--- config.mk ---
export PLATFORM = sky130hd
export DESIGN_NAME = mic1_run_ctrl
export DESIGN_NICKNAME = d
export VERILOG_FILES = /design/src/rtl/mic1_ctrl_pkg.sv /design/src/rtl/mic1_run_ctrl.sv
export SDC_FILE = /design/constraint.sdc
export NUM_CORES = 1
export LEC_CHECK = 0
export CAP_MARGIN = 20
export CORE_MARGIN = 5
export CORE_UTILIZATION = 40
export CTS_BUF_LIST = sky130_fd_sc_hd__clkbuf_4
export CTS_CLUSTER_DIAMETER = 100
export CTS_CLUSTER_SIZE = 14
export DETAILED_ROUTE_END_ITERATION = 7
export MAX_ROUTING_LAYER = met4
export PLACE_DENSITY = 0.73
export REMOVE_ABC_BUFFERS = 1
export SYNTH_ARGS = -nofsm -noshare
export SYNTH_HDL_FRONTEND = slang
export SYNTH_SLANG_ARGS = --single-unit
--- constraint.sdc ---
create_clock -name clk -period 5.66 [get_ports clk]
set_clock_uncertainty 0.1 [all_clocks]
set_input_delay 1.132 -clock clk [delete_from_list [all_inputs] [get_ports clk]]
set_output_delay 1.132 -clock clk [all_outputs]
set_load 0.02 [all_outputs]
--- src/rtl/mic1_ctrl_pkg.sv ---
// Shared types for the MIC-1 execution controller and the front-panel FSM:
// controller state encoding and the LED bit positions both blocks agree on.
package mic1_ctrl_pkg;

  typedef enum logic [2:0] {
    IDLE,
    RUN,
    DRAIN,
    STEP,
    HALT,
    RST
  } run_state_t;

  localparam int LED_RUN   = 0;
  localparam int LED_HALT  = 1;
  localparam int LED_IDLE  = 2;
  localparam int LED_STEP  = 3;
  localparam int LED_RST   = 4;
  localparam int LED_DRAIN = 5;

  // DRAIN is still executing, so it lights the RUN LED as well as its own.
  function automatic logic [5:0] ledFor(input run_state_t s);
    logic [5:0] l;
    l = '0;
    case (s)
      IDLE:    l[LED_IDLE] = 1'b1;
      RUN:     l[LED_RUN] = 1'b1;
      DRAIN: begin
        l[LED_RUN]   = 1'b1;
        l[LED_DRAIN] = 1'b1;
      end
      STEP:    l[LED_STEP] = 1'b1;
      HALT:    l[LED_HALT] = 1'b1;
      RST:     l[LED_RST] = 1'b1;
      default: l = '0;
    endcase
    return l;
  endfunction

  function automatic logic enFor(input run_state_t s);
    return (s == RUN) || (s == DRAIN) || (s == STEP);
  endfunction

endpackage

--- src/rtl/mic1_run_ctrl.sv ---
// MIC-1 execution controller: turns panel command pulses into a datapath clock
// enable and reset pulse, halting only at macroinstruction boundaries.
module mic1_run_ctrl
  import mic1_ctrl_pkg::*;
#(
  parameter int RST_PULSE_CYCLES = 8,
  parameter int CNT_W            = 32
) (
  input  logic             clk,
  input  logic             reset_,
  input  logic             cmd_run,
  input  logic             cmd_stop,
  input  logic             cmd_step,
  input  logic             cmd_reset,
  input  logic             instr_boundary,
  output logic             cpu_en,
  output logic             cpu_sreset,
  output logic [CNT_W-1:0] cycle_cnt,
  output logic [5:0]       led
);

  localparam logic [7:0] PULSE_LOAD = 8'(RST_PULSE_CYCLES - 1);

  run_state_t       state_q, state_d;
  logic [7:0]       pulseCnt_q, pulseCnt_d;
  logic [CNT_W-1:0] cycleCnt_q, cycleCnt_d;
  logic             cpuEn_q, cpuSreset_q;
  logic [5:0]       led_q;

  // Reset outranks everything; within a state, stop > step > run.
  always_comb begin
    state_d    = state_q;
    pulseCnt_d = pulseCnt_q;
    cycleCnt_d = cycleCnt_q;
    if (cpuEn_q) begin
      cycleCnt_d = cycleCnt_q + CNT_W'(1);
    end
    if (cmd_reset) begin
      state_d    = RST;
      pulseCnt_d = PULSE_LOAD;
      cycleCnt_d = '0;
    end else begin
      case (state_q)
        IDLE: begin
          if (cmd_step)     state_d = STEP;
          else if (cmd_run) state_d = RUN;
        end
        RUN: begin
          if (cmd_stop) state_d = instr_boundary ? HALT : DRAIN;
        end
        DRAIN, STEP: begin
          if (cmd_run)             state_d = RUN;
          else if (instr_boundary) state_d = HALT;
        end
        HALT: begin
          if (cmd_step)     state_d = STEP;
          else if (cmd_run) state_d = RUN;
        end
        RST: begin
          if (pulseCnt_q == 8'd0) state_d = IDLE;
          else                    pulseCnt_d = pulseCnt_q - 8'd1;
        end
        default: state_d = IDLE;
      endcase
    end
  end

  // Outputs are decoded from the next state so they come straight off flops.
  always_ff @(posedge clk or negedge reset_) begin
    if (!reset_) begin
      state_q     <= IDLE;
      pulseCnt_q  <= '0;
      cycleCnt_q  <= '0;
      cpuEn_q     <= 1'b0;
      cpuSreset_q <= 1'b0;
      led_q       <= 6'b000100;
    end else begin
      state_q     <= state_d;
      pulseCnt_q  <= pulseCnt_d;
      cycleCnt_q  <= cycleCnt_d;
      cpuEn_q     <= enFor(state_d);
      cpuSreset_q <= (state_d == RST);
      led_q       <= ledFor(state_d);
    end
  end

  assign cpu_en     = cpuEn_q;
  assign cpu_sreset = cpuSreset_q;
  assign cycle_cnt  = cycleCnt_q;
  assign led        = led_q;

endmodule

==> results_dict.tcl, run 1 <==
set metrics [dict create \
    grt_max_degree 51 \
    antenna_found_initial 0 \
    ys_ff_latch 50 \
    syn_area_sq_um 2561 \
    avgViaCountPerCell 5.672 \
    switchingPower_uw 292.6 \
    vias 2161 \
    routabilityCongestion 0.7966 \
    mostFrequentLayoutCell "dfrtp_1" \
    cts_resized 0 \
    synth_cell_types 50 \
    worstMarginPinSlew_ps 796.7 \
    clk_pin_slew_ps 150 \
    io_pins 47 \
    whs_ps 446.2 \
    start_util_pct 40.80 \
    min_path_cells 2 \
    grt_pass1_wl_mm 9.860 \
    p_comb_share_pct 27.4 \
    yosysWarnings 0 \
    final-seq-area_sq_um 1252 \
    hold_class "reg -> reg" \
    row_count 29 \
    cp_max_fo 49 \
    fillCellCount 597 \
    crit_path_end_kind "flip-flop" \
    setup_tns_ps 0 \
    drt-initial-drc-count 96 \
    first_pass_iters 4 \
    nNetsFinal 312 \
    fin_crit_sh_pct 61.90 \
    cts_sinks 50 \
    post-cts-setup-buffers 0 \
    drv_cap 0 \
    seq_power_share_pct 49.0 \
    syn2layout_area_growth_pct 23.89 \
    die_area_sq_um 8104 \
    power.share.clock_pct 23.6 \
    final_cell_mix "dfrtp_1 (49), clkdlybuf4s50_1 (45), nor2_1 (23)" \
    critPathArrivalTime_ps 3710 \
    yosysSeqAreaShare_pct 48.90 \
    holdBufCountCts 0 \
    gr-total-overflow 0 \
    final_area_sq_um 3173 \
    die_w_um 90.02 \
    drtAntennaViolNets 0 \
    critical_path_class "in -> reg" \
    ff2ff_path_depth 4 \
    num_antenna_cells 0 \
    core_area_sq_um 6277 \
    power.density_nw_per_um2 281.7 \
    io_buffers 46 \
    clk_latency_ps 370 \
    async_flop_share_pct 100.0 \
    dp.final_hpwl_mm 3.922 \
    cp.required_ps 5870 \
    p_sw_share_pct 32.73 \
    power_leakage_nw 1.227 \
    start_kind "input pin" \
    die_height_um 90.02 \
    clock-root-buffer "clkbuf_4" \
    grt_pass1_vias 2173 \
    route.detailed.drc 0 \
    avgSynthCellArea_sq_um 9.889 \
    clock_path_buffers 2 \
    place_inst 372 \
    finalPower_uw 893.8 \
    final_cells 381 \
    multiInputGateArea_sq_um 1219 \
    synth_edf_count 0 \
    globalRouteTotalUtil_pct 14.68 \
    intPower_uw 601.3 \
    drive_gt1_share_pct 8.224 \
    cts-buffers-inserted 5 \
    slew_viol_final 0 \
    synth_ff_type "dfrtp_1" \
    hold_viol 0 \
    ir_drop_uv 187.6 \
    synth_cells 259 \
    rsz0062_at_grt "no" \
    place_area_sq_um 3072 \
    routed_wl_mm 5.645 \
    setup_violations 0 \
    wl_per_cell_um 14.82 \
    fin_crit_ps 3503 \
    status "complete, no violations" \
    relSlewSlack_pct 46.40 \
    fmax_mhz 285.4 \
    cts_tree "done" \
    h-tree-depth 2 \
]
routing by layer:
layer  GRT usage [%]  part of all wire (%)  vias up  wire length (um)
li1                -                     -     1055                 -
met1           17.07                    44     1041              2512
met2           24.21                    48       53              2728
met3           4.925                   5.7       12               319
met4           4.218                   1.5        0                84
met5               -                     0        -                 0
flip-flops by register name (all words and copies together), names as in the netlist:
name	cells
cpu_en	1
pulseCnt_q	8
led	6
state_q	3
cycle_cnt	32
through the flow:
| stage | setup WS [ps] | util (%) |
|---|---|---|
| final | 2157 | 50.55 |
| after global routing | 1978 | 50.55 |
| after CTS | 2164 | 50.23 |
| after detailed placement | 1754 | 48.93 |
| after global placement | 1822 | 48.93 |
| after floorplan | 3023 | - |
worst paths after layout:
check,slack [ps],to,from
max in group asynchronous,4230,led[2]$_DFF_PN1_,reset_
setup / recovery,2160,cycle_cnt[12]$_DFFE_PN0P_,cmd_reset
setup reg to reg,3330,cycle_cnt[12]$_DFFE_PN0P_,cpu_en$_DFF_PN0_
min in group asynchronous,630,cycle_cnt[24]$_DFFE_PN0P_,reset_
hold / removal,450,pulseCnt_q[1]$_DFFE_PN0P_,pulseCnt_q[1]$_DFFE_PN0P_
hold reg to reg,450,pulseCnt_q[1]$_DFFE_PN0P_,pulseCnt_q[1]$_DFFE_PN0P_
critical path, cell delays in order:
cell	delay [ps]
clkdlybuf4s50_1	450
buf_4	410
o211a_2	330
nand3_1	470
or4_2	720
a21oi_1	160
cell usage after synthesis, types with 8 or more instances:
library cell   n  area, sq um
nand3_1       10        50.05
o31ai_1       10        75.07
dfrtp_1       49         1226
nor2_1        23        86.33
xnor2_1        8        70.07
or4_1         11        82.58
nand4_1       11        68.82
a21oi_1       18        90.09
xor2_1         8        70.07
o21ai_0        9        45.04
nand2_1       12        45.04
inv_1         11        41.29
cell type report:
type | instances | area share, %
Clock buffer | 5 | 1.183
Clock inverter | 3 | 1.380
Inverter | 11 | 1.301
Multi-Input combinational cell | 187 | 38.41
Sequential cell | 50 | 39.47
Tap cell | 77 | 3.036
Timing Repair Buffer | 48 | 15.22
power groups by stage:
stage	Sequential, mW	Clock (mW)	Combinational [mW]
after floorplan	0.464	0	0.124
after global placement	0.443	0	0.239
after detailed placement	0.444	0	0.244
after CTS	0.438	0.220	0.245
after global routing	0.447	0.236	0.269
final	0.438	0.211	0.245
logic make-up after synthesis:
logic type	synth area share [%]
compound gates	13.24
buf+inv	3.517
simple gates	25.75
flops	48.90
xor+xnor	5.472
mux	2.149
fa+ha+maj	0.9769
(Power assumes the default switching activity.)
==> run 2, diff against run 1 <==
==> constraint.sdc (replaced) <==
create_clock -name clk -period 3.7 [get_ports clk]
set_clock_uncertainty 0.1 [all_clocks]
set_input_delay 0.74 -clock clk [delete_from_list [all_inputs] [get_ports clk]]
set_output_delay 0.74 -clock clk [all_outputs]
set_load 0.02 [all_outputs]
==> run 2 against run 1 <==
Effect of this change: clock power is 26% higher; worst setup slack worse by 1100 ps; routed wire length fell by 2.2%; hold slack got worse by 160 ps; via count fell by 1.6%; largest cell class unchanged; largest power group unchanged.
==> results_dict.tcl, run 2 (same netlist as run 1, synthesis figures left out) <==
set metrics [dict create \
    status "complete, no violations" \
    dp.final_hpwl_mm 3.850 \
    reg2reg_to "cycle_cnt[12]$_DFFE_PN0P_" \
    drt-initial-drc-count 105 \
    h-tree-depth 2 \
    io_pins 47 \
    power.density_nw_per_um2 416.4 \
    die_area_sq_um 8104 \
    largest_reg_flops 32 \
    power_leakage_nw 1.205 \
    finish.utilization_pct 50.03 \
    ff2ff_path_depth 4 \
    avgViaCountPerCell 5.580 \
    wl_per_cell_um 14.49 \
    nNetsFinal 312 \
    die_w_um 90.02 \
    routed_wl_mm 5.522 \
    cts_tree "done" \
    crit_start "cmd_reset" \
    cts_resized 0 \
    place_inst 373 \
    grt_pass1_vias 2025 \
    drv_cap 0 \
    fmax_mhz 373.6 \
    cts_sinks 50 \
    critical_path_class "in -> reg" \
    die_height_um 90.02 \
    vias 2126 \
    critPathArrivalTime_ps 2890 \
    drive_gt1_share_pct 8.224 \
    rsz0062_at_grt "no" \
    final_cells 381 \
    hold_viol 0 \
    r2r-start "cpu_en$_DFF_PN0_" \
    endpoint "cycle_cnt[12]$_DFFE_PN0P_" \
    globalRouteTotalUtil_pct 13.87 \
    mostFrequentLayoutCell "dfrtp_1" \
    row_count 29 \
    r2r_slack_ps 1410 \
    cp.required_ps 3910 \
    cp_max_fo 18 \
    syn2layout_area_growth_pct 22.62 \
    hold_class "in -> async" \
    drtAntennaViolNets 0 \
    clk_latency_ps 380 \
    routabilityCongestion 0.8256 \
    worstMarginPinSlew_ps 739.6 \
    num_antenna_cells 0 \
    clock_path_buffers 2 \
    clock-root-buffer "clkbuf_4" \
    start_util_pct 40.80 \
    post-cts-setup-buffers 0 \
    final_cell_mix "dfrtp_1 (49), clkdlybuf4s50_1 (45), nor2_1 (23)" \
    grt_max_degree 48 \
    fin_crit_ps 2677 \
    setup_violations 0 \
    setup_tns_ps 0 \
    grt_pass1_wl_mm 9.370 \
    route.detailed.drc 0 \
    gr-total-overflow 0 \
    io_buffers 46 \
    crit_path_end_kind "flip-flop" \
    antenna_found_initial 0 \
    holdBufCountCts 0 \
    fin_crit_sh_pct 72.34 \
    cts-buffers-inserted 5 \
    relSlewSlack_pct 50.24 \
    clk_pin_slew_ps 160 \
    ir_drop_uv 323.7 \
    first_pass_iters 4 \
    slew_viol_final 0 \
    start_kind "input pin" \
    core_area_sq_um 6277 \
    whs_ps 282.8 \
]
## run 2: cell types whose count changed in the layout (fill, tap and decap cells not counted), sizes merged
cell and delta:
bufinv -1, clkinv -1, clkinvlp +2
## run 2: final cells by class
class	instances	area (sq um)
repair buffers	48	470.5
flip-flops and latches	50	1252
clock buffers	5	37.54
well taps	77	96.34
fillers	602	3137
clock inverters	3	23.77
inverters	11	41.29
multi-input cells	187	1219
## run 2: how the worst min path moves through the flow
stage                                    from                         to  slack (ps)  cells past startpoint
floorplan                              reset_           cpu_en$_DFF_PN0_         340                      0
global placement    pulseCnt_q[1]$_DFFE_PN0P_  pulseCnt_q[1]$_DFFE_PN0P_         420                      2
detailed placement  pulseCnt_q[0]$_DFFE_PN0P_  pulseCnt_q[0]$_DFFE_PN0P_         430                      2
CTS                                    reset_       state_q[0]$_DFF_PN0_         300                      1
global route                           reset_   cycle_cnt[6]$_DFFE_PN0P_         310                      1
finish                                 reset_   cycle_cnt[7]$_DFFE_PN0P_         280                      1
## run 2: layer usage
metal / up-vias / global-route usage [%] / routed length [um]
met4: 0 / 3.970 / 61
met3: 7 / 3.756 / 292
li1: 1046 / - / -
met5: - / - / 0
met2: 54 / 21.71 / 2615
met1: 1019 / 17.73 / 2551
## run 2: critical path: stages
cell and delay (ps):
clkdlybuf4s50_1 540, o211a_2 280, nand3_1 470, or4_2 710
a21oi_1 150
## run 2: stage by stage
| step | worst slack [ps] | total power [mW] | area, sq um |
|---|---|---|---|
| 6_report | 1023 | 1.308 | 3141 |
| 5_1_grt | 880.9 | 1.391 | 3141 |
| 4_1_cts | 1018 | 1.317 | 3141 |
| 3_5_place_dp | 612.3 | 1.048 | 3079 |
| 3_3_place_gp | 625.6 | 1.045 | 3079 |
| 2_1_floorplan | 1455 | 0.8999 | 2512 |
## run 2: where the power goes
group	leakage (nW)	internal, mW	switching (mW)
sequential	0.667	0.604	0.0655
combinational	0.510	0.171	0.201
clock	0.0278	0.0765	0.190
